<file path="src/rtl/advtim_pkg.sv">
// Shared types for the advanced-timer deadtime monitor: FSM states, last-side
// encoding and the default counter width.
package advtim_pkg;

    localparam int CNT_W_DEF = 10;

    typedef enum logic [2:0] {
        ST_IDLE,
        ST_P_ON,
        ST_N_ON,
        ST_GAP,
        ST_OVERLAP
    } dt_state_e;

    typedef enum logic [1:0] {
        SIDE_NONE,
        SIDE_P,
        SIDE_N
    } side_e;

endpackage

</file>
<file path="src/rtl/deadtime_monitor_level_sync.sv">
// Multi-flop level synchronizer for an asynchronous pin, cleared by the
// synchronous reset.
module level_sync #(
    parameter int SYNC_STAGES = 2
) (
    input  logic pe_gen_clk,
    input  logic pe_gen_rst,
    input  logic d,
    output logic q
);

    logic [SYNC_STAGES-1:0] sync_q;

    always_ff @(posedge pe_gen_clk) begin
        if (pe_gen_rst) begin
            sync_q <= '0;
        end else begin
            sync_q <= {sync_q[SYNC_STAGES-2:0], d};
        end
    end

    assign q = sync_q[SYNC_STAGES-1];

endmodule

</file>
<file path="src/rtl/deadtime_monitor.sv">
// Deadtime monitor: measures the gap between complementary P/N outputs and
// flags short gaps and shoot-through. Optional brk_req via DEADTIME_MONITOR_BRK_EN.
module deadtime_monitor
    import advtim_pkg::*;
#(
    parameter int CNT_W       = CNT_W_DEF,
    parameter int SYNC_STAGES = 2
) (
    input  logic             pe_gen_clk,
    input  logic             pe_gen_rst,
    input  logic             r_dme,
    input  logic             r_ccp,
    input  logic             r_ccnp,
    input  logic [CNT_W-1:0] r_dtg,
    input  logic             r_flag_clr,
    input  logic             ocp,
    input  logic             ocn,
`ifdef DEADTIME_MONITOR_BRK_EN
    output logic             brk_req,
`endif
    output logic [CNT_W-1:0] dt_meas,
    output logic             dt_meas_vld,
    output logic             dt_short_flag,
    output logic             overlap_flag
);

    logic             p_sync, n_sync;
    logic             p_act, n_act;
    logic             ovl_set;
    dt_state_e        state_q, state_d;
    side_e            last_q, last_d;
    logic [CNT_W-1:0] gap_q, gap_d;
    logic             meas_evt;
    logic [CNT_W-1:0] meas_val;
    logic             meas_vld_p1;
    logic [CNT_W-1:0] meas_val_p1;
    logic             meas_short_p1;

    level_sync #(.SYNC_STAGES(SYNC_STAGES)) u_sync_p (
        .pe_gen_clk (pe_gen_clk),
        .pe_gen_rst (pe_gen_rst),
        .d          (ocp),
        .q          (p_sync)
    );

    level_sync #(.SYNC_STAGES(SYNC_STAGES)) u_sync_n (
        .pe_gen_clk (pe_gen_clk),
        .pe_gen_rst (pe_gen_rst),
        .d          (ocn),
        .q          (n_sync)
    );

    assign p_act   = p_sync ^ r_ccp;
    assign n_act   = n_sync ^ r_ccnp;
    assign ovl_set = r_dme & p_act & n_act;

    function automatic dt_state_e act_state(input logic p, input logic n);
        case ({p, n})
            2'b10:   return ST_P_ON;
            2'b01:   return ST_N_ON;
            2'b11:   return ST_OVERLAP;
            default: return ST_GAP;
        endcase
    endfunction

    always_comb begin
        state_d  = state_q;
        last_d   = last_q;
        gap_d    = gap_q;
        meas_evt = 1'b0;
        meas_val = '0;
        if (!r_dme) begin
            state_d = ST_IDLE;
            last_d  = SIDE_NONE;
            gap_d   = '0;
        end else if (p_act && n_act) begin
            state_d = ST_OVERLAP;
        end else begin
            case (state_q)
                ST_IDLE: state_d = act_state(p_act, n_act);
                // A direct swap to the other side is a zero-length deadtime.
                ST_P_ON: begin
                    if (!p_act) begin
                        if (n_act) begin
                            state_d  = ST_N_ON;
                            meas_evt = 1'b1;
                        end else begin
                            state_d = ST_GAP;
                            last_d  = SIDE_P;
                            gap_d   = CNT_W'(1);
                        end
                    end
                end
                ST_N_ON: begin
                    if (!n_act) begin
                        if (p_act) begin
                            state_d  = ST_P_ON;
                            meas_evt = 1'b1;
                        end else begin
                            state_d = ST_GAP;
                            last_d  = SIDE_N;
                            gap_d   = CNT_W'(1);
                        end
                    end
                end
                ST_GAP: begin
                    if (p_act) begin
                        state_d  = ST_P_ON;
                        meas_evt = (last_q == SIDE_N);
                        meas_val = gap_q;
                    end else if (n_act) begin
                        state_d  = ST_N_ON;
                        meas_evt = (last_q == SIDE_P);
                        meas_val = gap_q;
                    end else if (!(&gap_q)) begin
                        gap_d = gap_q + CNT_W'(1);
                    end
                end
                ST_OVERLAP: begin
                    state_d = act_state(p_act, n_act);
                    last_d  = SIDE_NONE;
                end
                default: state_d = ST_IDLE;
            endcase
        end
    end

    always_ff @(posedge pe_gen_clk) begin
        if (pe_gen_rst) begin
            state_q <= ST_IDLE;
            last_q  <= SIDE_NONE;
            gap_q   <= '0;
        end else begin
            state_q <= state_d;
            last_q  <= last_d;
            gap_q   <= gap_d;
        end
    end

    // Stage p1: capture the measurement and its threshold compare; stage p2: publish.
    always_ff @(posedge pe_gen_clk) begin
        if (pe_gen_rst) begin
            meas_vld_p1   <= 1'b0;
            meas_val_p1   <= '0;
            meas_short_p1 <= 1'b0;
            dt_meas       <= '0;
            dt_meas_vld   <= 1'b0;
            dt_short_flag <= 1'b0;
            overlap_flag  <= 1'b0;
        end else begin
            meas_vld_p1   <= meas_evt;
            meas_val_p1   <= meas_val;
            meas_short_p1 <= (meas_val < r_dtg);
            dt_meas_vld   <= meas_vld_p1;
            if (meas_vld_p1) begin
                dt_meas <= meas_val_p1;
            end
            dt_short_flag <= (meas_vld_p1 & meas_short_p1) | (dt_short_flag & ~r_flag_clr);
            overlap_flag  <= ovl_set | (overlap_flag & ~r_flag_clr);
        end
    end

`ifdef DEADTIME_MONITOR_BRK_EN
    always_ff @(posedge pe_gen_clk) begin
        if (pe_gen_rst) begin
            brk_req <= 1'b0;
        end else if (r_flag_clr) begin
            brk_req <= 1'b0;
        end else if (overlap_flag) begin
            brk_req <= 1'b1;
        end
    end
`endif

endmodule

</file>
<file path="config.mk">
export PLATFORM = sky130hd
export DESIGN_NAME = deadtime_monitor
export DESIGN_NICKNAME = d
export VERILOG_FILES = /design/src/rtl/advtim_pkg.sv /design/src/rtl/deadtime_monitor_level_sync.sv /design/src/rtl/deadtime_monitor.sv
export SDC_FILE = /design/constraint.sdc
export NUM_CORES = 1
export LEC_CHECK = 0
export CAP_MARGIN = 25
export CORE_MARGIN = 10
export CORE_UTILIZATION = 53
export CTS_CLUSTER_DIAMETER = 150
export DETAILED_ROUTE_END_ITERATION = 10
export GPL_ROUTABILITY_DRIVEN = 0
export PLACE_DENSITY_LB_ADDON = 0.3
export SKIP_CTS_REPAIR_TIMING = 1
export SYNTH_ARGS = -nofsm -noshare
export SYNTH_HDL_FRONTEND = slang
export SYNTH_SLANG_ARGS = --single-unit
export TNS_END_PERCENT = 10
</file>
<file path="constraint.sdc">
create_clock -name pe_gen_clk -period 2.9 [get_ports pe_gen_clk]
set_input_delay 0.29 -clock pe_gen_clk [delete_from_list [all_inputs] [get_ports pe_gen_clk]]
set_output_delay 0.29 -clock pe_gen_clk [all_outputs]
set_load 0.005 [all_outputs]
</file>
Yosys cells after proc, flatten, opt, wreduce, memory -nomap -nowiden
Cells that the tools add are included.
Cells by class
  add/subtract/negate cells: 1
  multipliers: 0
  div/mod/pow operators: 0
  magnitude comparators: 1
  equal/unequal tests: 20
  shift operators: 0
  mux-type cells: 34
  bitwise logic cells: 12
  reduce and logical (&&, ||, !) cells: 12
Operators by type and width (count)
  2-to-1 mux 10 bit: 12
  case mux 10 bit (3 select lines): 1
  2-to-1 mux 3 bit: 5
  != test 2 bit, second input constant: 7
  case mux 3 bit (4 select lines): 1
  adder 10 x 1 -> 10 bit, second input constant: 1
  less-than comparator 10 bit: 1
  2-to-1 mux 2 bit: 5
  AND reduction 10 bit: 1
  != test 3 bit, second input constant: 3
  case mux 3 bit (3 select lines): 1
  AND reduction 9 bit: 1
  2-to-1 mux 1 bit: 7
  equality test 2 bit, second input constant: 3
  equality test 3 x 2 -> 1 bit, second input constant: 2
  case mux 2 bit (3 select lines): 1
  AND reduction 3 bit: 2
  AND reduction 6 bit: 1
  nonzero test 3 bit: 2
  AND 1 bit: 5
  equality test 2 x 1 -> 1 bit, second input constant: 2
  != test 4 bit, second input constant: 1
  OR reduction 2 bit: 2
  equality test 3 x 1 -> 1 bit, second input constant: 1
  8 further kinds: 12
Storage, ports and cells
  register bits after elaboration: 44
  bits in latches: 0
  RAM bits: 0
  bits in read-only memories: 0
  bits of input ports: 18
  output and inout bits: 13
  logic and storage cells: 93
  memories kept: 0

Longest topological paths before layout
  depth after elaboration: 7
  mapped depth: 11

By module
From an unflattened synthesis, not the netlist that was laid out.
Second synthesis, totals
  cell total of the unflattened synthesis: 230
  area, all modules: 2077.0 µm²
By module, submodules not included
  deadtime_monitor: times used 1, cells an instance 222, area an instance 1971.9 µm², seq. area each 800.8 µm²
  level_sync: times used 2, cells an instance 4, area an instance 52.6 µm², seq. area each 40.0 µm²

Least setup slack after synthesis
Ideal clock, no wire load.
  path kind: input port to flip-flop
  start point: input r_ccp
  end point: register meas_short_p1
  arrival: 2.289 ns
  data required time: 2.842 ns
  slack: 0.553 ns
  stages on the path: 9
  cell sequence: xor2_2 -> xnor2_1 -> nor2_2 -> and2_1 -> ha_1 -> a21o_1 -> a211o_1 -> a41oi_1 -> o21a_1
Between the ends
  word-level cells in the longest chain between the ends: 6
  elaborated cells between the ends (all ways): 7
  classes of those cells: 1 x order compare; 4 x mux; 1 x bitwise; 1 x reduce/logical
RTL lines
  start, declared: RTL line deadtime_monitor.sv:12  | input logic r_ccp,
  XOR 1 bit *: RTL line deadtime_monitor.sv:53  | assign p_act = p_sync ^ r_ccp;
  2-to-1 mux 10 bit: RTL line deadtime_monitor.sv:107  | if (p_act) begin
  2-to-1 mux 10 bit: RTL line deadtime_monitor.sv:79  | case (state_q)
  2-to-1 mux 10 bit *: RTL line deadtime_monitor.sv:76  | end else if (p_act && n_act) begin
  2-to-1 mux 10 bit *: RTL line deadtime_monitor.sv:72  | if (!r_dme) begin
  named net meas_val[8]: RTL line deadtime_monitor.sv:34  | logic [CNT_W-1:0] meas_val;
  less-than comparator 10 bit *: RTL line deadtime_monitor.sv:153  | meas_short_p1 <= (meas_val < r_dtg);
  end signal, assigned: RTL line deadtime_monitor.sv:153
  end, declared: RTL line deadtime_monitor.sv:37  | logic meas_short_p1;
Mark *: on every way through the listed nets, which the timed path passes. The rest lies on a longest branch.
A chain may end at the register's enable or synchronous reset.

Worst setup path after layout
  start point: register state_q[0]
  end point: register meas_short_p1
Between the ends
  word-level cells in the longest chain between the ends: 5
RTL lines
  start, declared: RTL line deadtime_monitor.sv:30  | dt_state_e state_q, state_d;
  start signal, assigned: RTL line deadtime_monitor.sv:134  | state_q <= state_d;
  equality test 3 x 2 -> 1 bit: RTL line deadtime_monitor.sv:79
  2-to-1 mux 10 bit: RTL line deadtime_monitor.sv:79
  2-to-1 mux 10 bit: RTL line deadtime_monitor.sv:76
  2-to-1 mux 10 bit: RTL line deadtime_monitor.sv:72
  named net meas_val[8]: RTL line deadtime_monitor.sv:34
  less-than comparator 10 bit: RTL line deadtime_monitor.sv:153
The timed path passes the listed nets, and every way through them passes these cells.

==> results.cfg <==
[clock_network]
clkTransAtPathRegs_ps = 80
clkLatencyLatePin_ps = 300
htreeDepth = 2
cts_tree = done
ctsRootBufferMaster = clkbuf_8
cts_made_buffers = 5
cts_sinks = 44
clk_path_buf_depth = 2

[timing]
setup_viol_count_final = 0
rsz0062_at_grt = false
timing.final.ws_setup_ps = 422
fin_crit_ps = 2480
tightest_slew_ps = 631
hold_violations = 0
fmax_mhz = 403
post-route-period-util_pct = 85.5
finClkSkew_ps = 10.0
tns_ps = 0
slew_viol_final = 0
relSlewSlack_pct = 57.9

[placed_design]
io_buffers = 30
preCtsSetupSlack_ps = 215
placed_area_um2 = 2430
dp.final_hpwl_mm = 3.31

[floorplan]
coreArea_um2 = 3720
die-width_um = 82.3
die_area_um2 = 6770
die_h_um = 82.3
io_pins = 31
initial_core_util_pct = 55.4
placementRows = 22

[synth]
synth-compound-area-share_pct = 16.2
async_reset_ff_share_pct = 0
yosysSeqAreaShare_pct = 42.8
yosys.area_share.simple_pct = 22.9
synth_ff_type = dfxtp_1
synthMuxAreaShare_pct = 5.35
synth_edf_count = 0
syn_area_per_cell_um2 = 9.06
synth_warnings = 0
syn_inst = 227
syn_nets = 255
synth_area_um2 = 2060
synth_cell_type_count = 48
synthAdderAreaFrac_pct = 6.08
synth_seq_cells = 44
synthXorXnorAreaFrac_pct = 2.01
synth_top_family_by_area = simple AND/OR/NAND/NOR gates

[layout]
final_layout_size_suffix_gt1_share_pct = 7.95
multi_input_area_um2 = 1080
regArea_um2 = 881
finish.instance_area_um2 = 2560
nets = 292
fillers = 308
area_delta_synth_final_pct = 24.6
n_antenna_cell = 0

[pwr]
p_leak_nw = 0.997
vdd_ir_drop_max_mv = 0.259
powerDensity_nw_per_um2 = 494

[global_routing]
grt_usage_pct = 13.9
met2_usage_pct = 22.1
grt_max_degree = 20
grt_busiest_layer = met2
grt_pass1_wl_mm = 7.54
grt.overflow.total = 0
grt_antenna_before_repair = 0
grt_pass1_vias = 1644
gr-usage-met1_pct = 17.5
use_met3_pct = 4.32

[detailed_routing]
detail-route-antenna-nets = 0
viasPerCell = 5.60
drtPass1Iterations = 4
dr.first_iter.drc_count = 86
wl_per_cell_um = 14.4
wirelength_mm = 4.48
num_vias = 1748
drc = 0

[flow_run]
drv_cap = 0

[critical_path]
path_max_fanout = 8
crit_type = reg2reg
worstSetupStartpoint = state_q[0]
max_stage_delay_ps = 460
crit_chain = and3b_1 > nand2_1 > nor2_2 > and2_1 > ha_1 > a21o_1 > a211o_1 > a41oi_1 > o21a_1
cp_data_arrival_time_ps = 2730
slowest_stage = dfxtp_1
cp-end-kind = register
crit_required_ps = 3150
r2r_start = state_q[0]
worst_setup_path_start_kind = register

[hold_path]
min-delay-start = u_sync_n.sync_q[0]
hold_class = reg2reg

[outcome]
status = finished, final reports clean
through the flow:
| stage | cells | hold slack (ps) | utilization [%] | power [mW] |
|---|---|---|---|---|
| 2_1_floorplan | 227 | 414 | - | 0.685 |
| 3_3_place_gp | 305 | 417 | 65.5 | 0.736 |
| 3_5_place_dp | 305 | 426 | 65.5 | 0.739 |
| 4_1_cts | 312 | 445 | 69.0 | 1.27 |
| 5_1_grt | 312 | 458 | 69.0 | 1.32 |
| 6_report | 312 | 445 | 69.0 | 1.27 |
cell usage after synthesis (2+ instances only):
library cell	instances	area, um^2
a2111oi_2	2	30.0
o21ai_0	7	35.0
nand4_1	8	50.1
a21boi_0	2	15.0
a21o_1	5	37.5
nand3_1	5	25.0
or4_1	3	22.5
nor3_1	8	40.0
nand2b_1	3	18.8
a31oi_1	3	18.8
a21oi_1	8	40.0
o31ai_1	3	22.5
dfxtp_1	44	881
mux2i_1	11	110
buf_1	2	7.51
ha_1	10	125
nor2_1	19	71.3
a32o_1	2	20.0
xor2_2	2	32.5
inv_1	15	56.3
and2_1	13	81.3
nor2b_1	6	37.5
o21ai_1	2	10.0
or3_1	2	12.5
o211ai_1	4	30.0
buf_4	2	15.0
nand2_1	14	52.6
clkbuf_1	2	7.51
cells by family after synthesis:
kind of cell | Yosys count
xor gates and xnor gates | 3
AOI/OAI and AO/OA | 47
muxes | 11
buffers and inverters | 23
DFF | 44
adders and majority gates | 10
and+or+nand+nor | 89
cell usage in the layout, fill, tap and decap left out, drive strengths merged, types with 2 or more instances in the layout:
master         count
a32o               2
or4                3
a31oi              3
nand2             14
nor2b              6
nor2              20
xor2               2
nand4              8
mux2i             11
o31ai              3
dfxtp             44
inv               16
clkdlybuf4s50     30
nor3               8
nand3              5
buf                7
a21boi             2
ha                10
a21oi              8
and2              13
a2111oi            3
o21ai              9
or3                2
clkbuf             5
a21o               5
o211ai             4
nand2b             3
bufinv             2
worst paths after layout:
check	end	slack (ps)	depth (start not counted)
setup / recovery	meas_short_p1	420	9
hold / removal	u_sync_n.sync_q[1]	440	1
setup reg to reg	meas_short_p1	420	9
hold reg to reg	u_sync_n.sync_q[1]	440	1
layer usage:
metal	routed length, um	vias up
met1	2030	802
met3	372	5
met2	2040	59
met5	0	-
li1	-	882
met4	46	0
flip-flops by register name, indices dropped and copies added, names as in the netlist:
signal           count
dt_meas             10
gap_q               10
meas_val_p1         10
state_q              3
last_q               2
u_sync_n.sync_q      2
u_sync_p.sync_q      2
dt_meas_vld          1
dt_short_flag        1
meas_short_p1        1
meas_vld_p1          1
overlap_flag         1
area by class of cell:
| class | count | share of cell area (%) |
|---|---|---|
| timing repair buffer | 37 | 13.8 |
| clock buffer | 5 | 2.68 |
| sequential | 44 | 34.4 |
| clock inverter | 2 | 2.34 |
| tap | 48 | 2.34 |
| inverter | 16 | 2.34 |
| multi-input combinational | 160 | 42.2 |
where the power goes:
part	switching (mW)	total (mW)	internal (mW)
clock	0.202	0.541	0.339
sequential	0.00649	0.617	0.610
combinational	0.0568	0.109	0.0521
total	0.265	1.27	1.00
worst max-delay path, delay by kind of cell, from the launching register on:
kind | cells | cell delay, ps
AOI/OAI and AO/OA | 4 | 760
adders and majority gates | 1 | 250
DFF | 1 | 460
and+or+nand+nor | 4 | 970
Note: power is estimated with default switching activity, not from simulation.
